$ cat src/rtl/uart_rx_param.sv
// Parameterised 16x-oversampling UART receiver with 3-sample majority voting per bit.
// Defining UART_RX_PARITY_EN adds one parity bit after the data bits (polarity from PARITY_ODD).
module uart_rx_param #(
    parameter int CLK_FREQ   = 125000000,
    parameter int BAUD       = 115200,
    parameter int DATA_BITS  = 8,
    parameter int STOP_BITS  = 1,
    parameter int PARITY_ODD = 0
) (
    input  logic                 i_clk,
    input  logic                 i_rst_n,
    input  logic                 i_srx,
    output logic [DATA_BITS-1:0] o_Rx_data,
    output logic                 o_Rx_valid,
    output logic                 o_frame_err,
    output logic                 o_parity_err,
    output logic                 o_busy
);

    localparam int OSR_DIV = int'((longint'(CLK_FREQ) + longint'(BAUD) * 8) / (longint'(BAUD) * 16));
    localparam int DIV_W   = (OSR_DIV > 1) ? $clog2(OSR_DIV) : 1;
    localparam logic [DIV_W-1:0] DIV_LAST = DIV_W'(OSR_DIV - 1);

    // Sample n of a bit is the n-th oversample tick, i.e. counter value n-1.
    localparam logic [3:0] SMP_7    = 4'd6;
    localparam logic [3:0] SMP_8    = 4'd7;
    localparam logic [3:0] SMP_9    = 4'd8;
    localparam logic [3:0] SMP_LAST = 4'd15;

    localparam logic [3:0] LAST_DATA = 4'(DATA_BITS - 1);
    localparam logic [3:0] LAST_STOP = 4'(STOP_BITS - 1);

    if (DATA_BITS < 5 || DATA_BITS > 9 || STOP_BITS < 1 || STOP_BITS > 2 ||
        PARITY_ODD < 0 || PARITY_ODD > 1 || OSR_DIV < 1) begin : g_bad_cfg
        $error("uart_rx_param: illegal parameter combination");
    end

    typedef enum logic [2:0] {
        S_IDLE,
        S_START,
        S_DATA,
`ifdef UART_RX_PARITY_EN
        S_PARITY,
`endif
        S_STOP,
        S_WAIT_IDLE
    } state_t;

    state_t               state_q;
    logic [1:0]           sync_q;
    logic                 rx_prev_q;
    logic [DIV_W-1:0]     div_cnt_q;
    logic [3:0]           smp_cnt_q;
    logic [3:0]           bit_cnt_q;
    logic [1:0]           smp_q;
    logic [DATA_BITS-1:0] shift_q;
    logic                 ferr_acc_q;
    logic [DATA_BITS-1:0] rx_data_q;
    logic                 rx_valid_q;
    logic                 frame_err_q;
`ifdef UART_RX_PARITY_EN
    localparam logic PAR_ODD_BIT = (PARITY_ODD != 0);
    logic                 par_acc_q;
    logic                 parity_err_q;
`endif

    logic rx_s;
    logic tick;
    logic mid;
    logic bit_end;
    logic maj;

    assign rx_s    = sync_q[1];
    assign tick    = (div_cnt_q == DIV_LAST);
    assign mid     = tick && (smp_cnt_q == SMP_9);
    assign bit_end = tick && (smp_cnt_q == SMP_LAST);
    assign maj     = (smp_q[0] & smp_q[1]) | (smp_q[0] & rx_s) | (smp_q[1] & rx_s);

    always_ff @(posedge i_clk or negedge i_rst_n) begin
        if (!i_rst_n) begin
            state_q      <= S_IDLE;
            sync_q       <= 2'b11;
            rx_prev_q    <= 1'b1;
            div_cnt_q    <= '0;
            smp_cnt_q    <= '0;
            bit_cnt_q    <= '0;
            smp_q        <= '0;
            shift_q      <= '0;
            ferr_acc_q   <= 1'b0;
            rx_data_q    <= '0;
            rx_valid_q   <= 1'b0;
            frame_err_q  <= 1'b0;
`ifdef UART_RX_PARITY_EN
            par_acc_q    <= 1'b0;
            parity_err_q <= 1'b0;
`endif
        end else begin
            // NOTE: later non-blocking writes in this block override these defaults (last write wins).
            sync_q      <= {sync_q[0], i_srx};
            rx_prev_q   <= rx_s;
            rx_valid_q  <= 1'b0;
            frame_err_q <= 1'b0;
`ifdef UART_RX_PARITY_EN
            parity_err_q <= 1'b0;
`endif
            if (tick) begin
                div_cnt_q <= '0;
                smp_cnt_q <= smp_cnt_q + 4'd1;
                if (smp_cnt_q == SMP_7) smp_q[0] <= rx_s;
                if (smp_cnt_q == SMP_8) smp_q[1] <= rx_s;
            end else begin
                div_cnt_q <= div_cnt_q + DIV_W'(1);
            end

            case (state_q)
                S_IDLE: begin
                    div_cnt_q  <= '0;
                    smp_cnt_q  <= '0;
                    bit_cnt_q  <= '0;
                    ferr_acc_q <= 1'b0;
`ifdef UART_RX_PARITY_EN
                    par_acc_q  <= 1'b0;
`endif
                    if (rx_prev_q && !rx_s) state_q <= S_START;
                end
                S_START: begin
                    if (mid && maj) state_q <= S_IDLE;
                    else if (bit_end) state_q <= S_DATA;
                end
                S_DATA: begin
                    if (mid) begin
                        shift_q <= {maj, shift_q[DATA_BITS-1:1]};
`ifdef UART_RX_PARITY_EN
                        par_acc_q <= par_acc_q ^ maj;
`endif
                    end
                    if (bit_end) begin
                        if (bit_cnt_q == LAST_DATA) begin
                            bit_cnt_q <= '0;
`ifdef UART_RX_PARITY_EN
                            state_q   <= S_PARITY;
`else
                            state_q   <= S_STOP;
`endif
                        end else begin
                            bit_cnt_q <= bit_cnt_q + 4'd1;
                        end
                    end
                end
`ifdef UART_RX_PARITY_EN
                S_PARITY: begin
                    if (mid) par_acc_q <= par_acc_q ^ maj;
                    if (bit_end) state_q <= S_STOP;
                end
`endif
                S_STOP: begin
                    if (mid) begin
                        if (bit_cnt_q == LAST_STOP) begin
                            rx_valid_q  <= 1'b1;
                            rx_data_q   <= shift_q;
                            frame_err_q <= ferr_acc_q | ~maj;
`ifdef UART_RX_PARITY_EN
                            parity_err_q <= par_acc_q ^ PAR_ODD_BIT;
`endif
                            state_q     <= maj ? S_IDLE : S_WAIT_IDLE;
                        end else begin
                            ferr_acc_q <= ferr_acc_q | ~maj;
                        end
                    end
                    if (bit_end) bit_cnt_q <= bit_cnt_q + 4'd1;
                end
                S_WAIT_IDLE: begin
                    if (rx_s) state_q <= S_IDLE;
                end
                default: state_q <= S_IDLE;
            endcase
        end
    end

    assign o_Rx_data   = rx_data_q;
    assign o_Rx_valid  = rx_valid_q;
    assign o_frame_err = frame_err_q;
    assign o_busy      = (state_q != S_IDLE);
`ifdef UART_RX_PARITY_EN
    assign o_parity_err = parity_err_q;
`else
    assign o_parity_err = 1'b0;
`endif

endmodule
$ cat config.mk
export PLATFORM = sky130hd
export DESIGN_NAME = uart_rx_param
export DESIGN_NICKNAME = d
export VERILOG_FILES = /design/src/rtl/uart_rx_param.sv
export SDC_FILE = /design/constraint.sdc
export NUM_CORES = 1
export LEC_CHECK = 0
export ABC_AREA = 1
export CORE_AREA = 2 2 58 100
export DETAILED_ROUTE_END_ITERATION = 8
export DIE_AREA = 0 0 60 102
export GPL_TIMING_DRIVEN = 0
export PLACE_DENSITY = 0.64
export SETUP_SLACK_MARGIN = 0.2
export SYNTH_ARGS = -nofsm -noshare
export SYNTH_HDL_FRONTEND = slang
export SYNTH_SLANG_ARGS = --single-unit
$ cat constraint.sdc
create_clock -name i_clk -period 1.86 [get_ports i_clk]
set_input_delay 0.465 -clock i_clk [delete_from_list [all_inputs] [get_ports i_clk]]
set_output_delay 0.465 -clock i_clk [all_outputs]
set_load 0.01 [all_outputs]
==> flow_summary_export.csv, run 1 <==
group,metric,value,unit
critical_path,crit_end,"o_Rx_data[0]",
sta,fmax,625,MHz
place,place.gp.congestion,0.870,
outcome,run_status,"complete, no violations",
synth,synthDistinctLibCells,26,
global_route,grt_antenna_before_repair,0,
clock_network,clock_latency,290,ps
critical_path,reg2reg_setup_slack,260,ps
clock_network,tritoncts_num_sinks,42,
sta,holdWs,70.0,ps
layout,mostFrequentLayoutCells,"43 x sky130_fd_sc_hd__nand2_1, 38 x sky130_fd_sc_hd__inv_1, 36 x sky130_fd_sc_hd__dfrtp_1",
route,wire_per_inst,11.5,um
sta,grt_setup_unrepaired,"yes",
critical_path,r2r-start,"smp_cnt_q[0]",
global_route,globalRouteTotalUtil,15.4,%
synth,synth_top_area_share,47.4,%
place,count_of_buffers_inserted_at_the_top_level_ports,13,
job,timing.max_cap.violations,0,
sta,finalMaxSlewViolations,0,
floorplan,io_pins,15,
critical_path,max_stage_delay,420,ps
clock_network,hold_buffers,0,
clock_network,cts_tree,"built",
global_route,grt-ovfl-total,0,
layout,flow.area_growth_from_synthesis,21.4,%
clock_network,cts_max_level,2,
pwr,combinationalPowerShare,35.6,%
critical_path,reg2reg_to,"o_Rx_data[0]",
layout,num_antenna_cells,0,
synth,ys_seq_area_share,51.2,%
route,finalWirelength,4040,um
layout,post_route_cells_drive_above_1_share,17.0,%
critical_path,timing.reg2reg.worst_path_depth,8,
layout,fin_nets,284,
synth,ys_dominant_reg_cell,"sky130_fd_sc_hd__dfrtp_1",
critical_path,crit_path_top_delay_cell,"sky130_fd_sc_hd__dfrtp_1",
place,post_detailed_placement_cell_area,2300,um2
global_route,wire_length_of_the_first_global_routing_pass,7160,um
sta,min_period_over_period,86.0,%
clock_network,cts_buffers,5,
route,vias,1634,
critical_path,crit_path_start,"smp_cnt_q[0]",
sta,clock-skew-final,5.79,ps
critical_path,critical_path_peak_fanout,10,
critical_path,endpoint_kind,"flop",
critical_path,worst_ep_arrival_time,1790,ps
critical_path,worst_ep_required_time,2050,ps
synth,synth_nets,256,
synth,synth-edff-count,0,
global_route,grt_max_degree,29,
route,via_per_inst,4.67,
pwr,irDropWorstVdd,0.000658,V
pwr,power_density,1060,nW/um2
floorplan,core_area,5300,um2
pwr,share_clk_of_total_power,23.1,%
sta,setup_total_neg_slack,0,ps
floorplan,initial_core_util,38.9,%
pwr,switching_share,37.7,%
global_route,grt_pass1_vias,1692,
critical_path,crit_chain,"inv_2, ha_1, nand3_2, nor2_4, nand3b_4, buf_6, a21oi_1, inv_1",
clock_network,clockBufferDepth,2,
critical_path,critical_path_class,"flop to flop",
route,antenna_violating_nets_post_route,0,
synth,cell_types_with_the_largest_area_share_after_synthesis,"sky130_fd_sc_hd__dfrtp_1 47%, sky130_fd_sc_hd__nand2_1 7.8%, sky130_fd_sc_hd__inv_1 7.5%, sky130_fd_sc_hd__nand3_1 5.6%, sky130_fd_sc_hd__nor2_1 5.5%",
route,remaining_drc_errors,0,
synth,postSynthRegisterBits,42,
pwr,power.static_leakage,1.37,nW
place,placedCellCount,335,
floorplan,die_footprint,6120,um2
floorplan,floorplan.die.height,102,um
pwr,power.share.sequential,41.3,%
synth,synth_async_sr_flop_share,100,%
synth,syn-instance-count,247,
route,detail_route.first_pass.iterations,4,
hold_path,type_of_the_worst_min_delay_path,"input port to async pin",
synth,library_cell_with_the_largest_summed_area_after_synthesis,"sky130_fd_sc_hd__dfrtp_1",
synth,post_synth_design_cell_area,2060,um2
clock_network,cts.root.buffer_cell,"sky130_fd_sc_hd__clkbuf_8",
floorplan,placementRows,35,
floorplan,dieWidth,60,um
layout,layout.cells.most_common,"sky130_fd_sc_hd__nand2_1",
synth,synthesis.area_per_instance,8.34,um2
pwr,p_switching,1.00,mW
synth,yosysWarnings,0,
layout,fin_cells,350,
route,drt_iter0_drc,23,
place,dp.final_hpwl,2950,um
clock_network,clk_pin_slew,80,ps
sta,setup_viol_count_final,0,
sta,finalHoldViolations,0,
layout,stdcell_area,2500,um2
critical_path,cp-start-kind,"flop",
sta,finalWorstPathRequiredPeriod,1600,ps
pwr,internal_power,1.66,mW
## stage by stage
stage               worst slack [ps]  total power [mW]  util [%]
floorplan                        383              1.70         -
global placement                -830              1.90      43.1
detailed placement              53.5              1.92      43.4
CTS                              193              2.66      46.1
global route                     171              2.87      47.2
finish                           260              2.66      47.2
## cell families after synthesis
| group | count (synthesis) | share of synthesized area [%] |
|---|---|---|
| compound gates | 32 | 7.78 |
| xor+xnor | 2 | 0.851 |
| fa+ha+maj | 6 | 3.65 |
| buf+inv | 46 | 9.30 |
| flops | 42 | 51.2 |
| mux | 1 | 0.547 |
| other cells | 1 | 0.182 |
| simple gates | 117 | 26.5 |
## flip-flops by register name, summed over array words and instances (netlist names)
name / cells
state_q: 3
smp_q: 2
sync_q: 2
div_cnt_q: 7
o_frame_err: 1
ferr_acc_q: 1
shift_q: 8
o_Rx_valid: 1
rx_prev_q: 1
bit_cnt_q: 4
smp_cnt_q: 4
o_Rx_data: 8
## cell type report
| cell class | count | area [um2] |
|---|---|---|
| buffer | 3 | 30.0 |
| clock inverter | 2 | 12.5 |
| tap | 74 | 92.6 |
| inverter | 43 | 161 |
| clock buffer | 6 | 82.6 |
| fill | 519 | 2800 |
| timing repair buffer | 21 | 203 |
| multi-input combinational | 159 | 861 |
| sequential | 42 | 1060 |
## repair_timing
| action | 4_1_cts | 5_1_grt |
|---|---|---|
| endpoints found under the setup margin | 13 | 26 |
| setup buffers | 4 | 3 |
| gates resized for setup | 14 | 15 |
| gates cloned | 0 | 0 |
| pin swaps | 3 | 2 |
## power groups by stage
stage               clock network, mW  registers, mW  logic, mW
floorplan                           0           1.10      0.598
global placement                    0           1.12      0.779
detailed placement                  0           1.12      0.799
CTS                             0.638           1.10      0.922
global route                    0.677           1.11       1.09
finish                          0.616           1.10      0.948
## metal layers
metal | up-vias | GRT usage (%) | wire, um
li1 | 827 | - | -
met2 | 19 | 27.6 | 2140
met4 | 0 | 8.72 | 152
met5 | - | 0 | 0
met3 | 11 | 2.53 | 69
met1 | 777 | 16.3 | 1680
## worst min-delay path by stage
| stage | endpoint | depth (start not counted) | slack [ps] | startpoint |
|---|---|---|---|---|
| floorplan | bit_cnt_q[0] | 0 | 170 | i_rst_n |
| detailed placement | sync_q[1] | 0 | 350 | sync_q[0] |
| finish | div_cnt_q[6] | 1 | 70 | i_rst_n |
| CTS | smp_cnt_q[1] | 1 | 80 | i_rst_n |
| global placement | sync_q[1] | 0 | 350 | sync_q[0] |
| global route | div_cnt_q[6] | 1 | 90 | i_rst_n |
## synthesized netlist by cell type (2+ instances only)
cell                       n
sky130_fd_sc_hd__dfrtp_1  39
sky130_fd_sc_hd__ha_1      6
sky130_fd_sc_hd__inv_1    41
sky130_fd_sc_hd__nor3_1    7
sky130_fd_sc_hd__o21ai_0  16
sky130_fd_sc_hd__nand3_1  23
sky130_fd_sc_hd__nor2_1   30
sky130_fd_sc_hd__a21oi_1  16
sky130_fd_sc_hd__buf_6     2
sky130_fd_sc_hd__dfstp_2   3
sky130_fd_sc_hd__nand2_2   3
sky130_fd_sc_hd__nor2_2    3
sky130_fd_sc_hd__nand2_1  43
sky130_fd_sc_hd__nor2_4    3
## worst max-delay path: cells and delay by family, from the launching register on
| family | cells | cell delay, ps |
|---|---|---|
| AO/OA/AOI/OAI | 1 | 150 |
| AND/OR/NAND/NOR | 3 | 440 |
| buffers and inverters | 3 | 290 |
| adder cells (fa/ha/maj) | 1 | 190 |
| flip-flops | 1 | 420 |
Power figures use the tool's default switching activity.
==> run 2: changes to the inputs <==
CTS_BUF_LIST = sky130_fd_sc_hd__clkbuf_4   (was not set)
clock period = 1.8 ns   (was 1.86 ns; I/O delays follow)
==> flow_summary_export.csv, run 2 (synthesized netlist as in run 1, its figures left out) <==
group,metric,value,unit
pwr,power_density,1030,nW/um2
place,dp.final_hpwl,2950,um
hold_path,worstHoldPathCells,0,
hold_path,worst_hold_startpoint,"sync_q[0]",
global_route,grt_antenna_before_repair,0,
critical_path,cp-start-kind,"flop",
route,wire_per_inst,12.0,um
pwr,irDropWorstVdd,0.000636,V
clock_network,clk_pin_slew,130,ps
sta,setup_total_neg_slack,0,ps
layout,fin_cells,366,
route,antenna_violating_nets_post_route,0,
clock_network,clock_latency,360,ps
sta,setup_viol_count_final,0,
global_route,grt_pass1_vias,1709,
route,remaining_drc_errors,0,
clock_network,cts_tree,"built",
floorplan,core_area,5300,um2
global_route,grt_max_degree,29,
critical_path,worst_ep_arrival_time,1160,ps
floorplan,io_pins,15,
layout,num_antenna_cells,0,
layout,multi_input_area,957,um2
layout,final_core_util,50.6,%
place,placedCellCount,335,
route,vias,1704,
floorplan,die_footprint,6120,um2
clock_network,tritoncts_num_sinks,42,
sta,finalMaxSlewViolations,0,
critical_path,endpoint_kind,"primary output",
global_route,wire_length_of_the_first_global_routing_pass,7290,um
layout,fin_nets,300,
route,detail_route.first_pass.iterations,4,
place,place.gp.congestion,0.870,
floorplan,initial_core_util,38.9,%
critical_path,timing.reg2reg.worst_path_depth,8,
sta,finalHoldViolations,0,
layout,layout.cells.most_common,"sky130_fd_sc_hd__nand2_1",
critical_path,r2r-start,"smp_cnt_q[0]",
critical_path,crit_path_start,"state_q[0]",
clock_network,cts.root.buffer_cell,"sky130_fd_sc_hd__clkbuf_4",
pwr,power.static_leakage,1.37,nW
job,timing.max_cap.violations,0,
global_route,globalRouteTotalUtil,15.8,%
route,drt_iter0_drc,43,
floorplan,floorplan.die.height,102,um
place,count_of_buffers_inserted_at_the_top_level_ports,13,
hold_path,type_of_the_worst_min_delay_path,"flop to flop",
layout,num-fill-cells,503,
layout,post_route_cells_drive_above_1_share,26.7,%
clock_network,cts_max_level,2,
floorplan,placementRows,35,
sta,finalWorstPathRequiredPeriod,1610,ps
layout,mostFrequentLayoutCells,"40 x sky130_fd_sc_hd__nand2_1, 36 x sky130_fd_sc_hd__inv_1, 35 x sky130_fd_sc_hd__dfrtp_1",
sta,clock-skew-final,7.53,ps
global_route,grt-ovfl-total,0,
outcome,run_status,"complete, no violations",
critical_path,worst_ep_required_time,1350,ps
layout,final-seq-area,1060,um2
clock_network,clockBufferDepth,2,
route,via_per_inst,4.66,
critical_path,critical_path_peak_fanout,4,
sta,min_period_over_period,89.3,%
floorplan,dieWidth,60,um
route,finalWirelength,4380,um
sta,fmax,622,MHz
clock_network,cts_buffers,5,
layout,flow.area_growth_from_synthesis,30.3,%
critical_path,critical_path_class,"flop to primary output",
sta,grt_setup_unrepaired,"yes",
## run 2: cell types whose count changed in the layout (fill, tap and decap cells not counted), moves of 2 or more
cell	before	now
sky130_fd_sc_hd__buf_4	8	21
sky130_fd_sc_hd__clkbuf_8	6	0
sky130_fd_sc_hd__dlygate4sd2_1	4	10
sky130_fd_sc_hd__dlymetal6s2s_1	6	0
sky130_fd_sc_hd__a21oi_1	16	11
sky130_fd_sc_hd__a21oi_2	0	5
sky130_fd_sc_hd__clkbuf_4	0	5
sky130_fd_sc_hd__ha_1	5	2
sky130_fd_sc_hd__ha_4	1	4
sky130_fd_sc_hd__nand2_1	43	40
sky130_fd_sc_hd__nand2_2	1	4
sky130_fd_sc_hd__inv_1	38	36
sky130_fd_sc_hd__inv_2	4	6
sky130_fd_sc_hd__nand3_4	1	3
## run 2: path summary, 6_finish.rpt
| check | end | slack (ps) |
|---|---|---|
| max reg2reg | o_Rx_data[5] | 270 |
| min | sync_q[1] | 370 |
| min in group asynchronous | smp_cnt_q[1] | 520 |
| min reg2reg | sync_q[1] | 370 |
| max in group asynchronous | rx_prev_q | 750 |
| max | o_busy | 190 |
## run 2: metrics by stage
step                      instance area [um2]  hold WS (ps)  setup WS [ps]  total power, mW
after floorplan                          2060           154            323             1.75
after CTS                                2440           367           64.1             2.58
after global placement                   2280           346           -875             1.97
after detailed placement                 2300           349           8.54             1.99
after global routing                     2680           373            152             3.01
final                                    2680           366            192             2.78
## run 2: area by class of cell
class | count | area share, %
flip-flops and latches | 42 | 39.5
clock buffers | 5 | 1.40
clock inverters | 3 | 0.606
multi-input cells | 159 | 35.7
well taps | 74 | 3.45
plain buffers | 3 | 1.26
repair buffers | 37 | 12.1
inverters | 43 | 6.02
## run 2: report_power, final
group,leakage [nW],switching (mW),internal [mW]
clock,0.0286,0.316,0.146
sequential,0.563,0.105,1.04
combinational,0.778,0.671,0.496
## run 2: repair_timing
item                                    4_1_cts  5_1_grt
hold endpoints to repair                      5        0
cloned                                        0        1
buffers inserted                              9       12
hold buffers                                  1        0
gates resized for setup                      20       35
endpoints found under the setup margin       22       22
pin swaps                                     4       12
## run 2: worst max-delay path, cell delays in order (launching register included)
cell and delay [ps]:
sky130_fd_sc_hd__dfrtp_2 450, sky130_fd_sc_hd__nor2_4 140, sky130_fd_sc_hd__nand2_4 80, sky130_fd_sc_hd__clkbuf_2 130
## run 2: layer usage
layer / part of all wire, % / up-vias / track usage [%]
met2: 55 / 17 / 28.3
met3: 1.5 / 10 / 2.91
met4: 2.6 / 0 / 8.72
li1: - / 860 / -
met5: 0 / - / 0
met1: 40 / 817 / 16.6
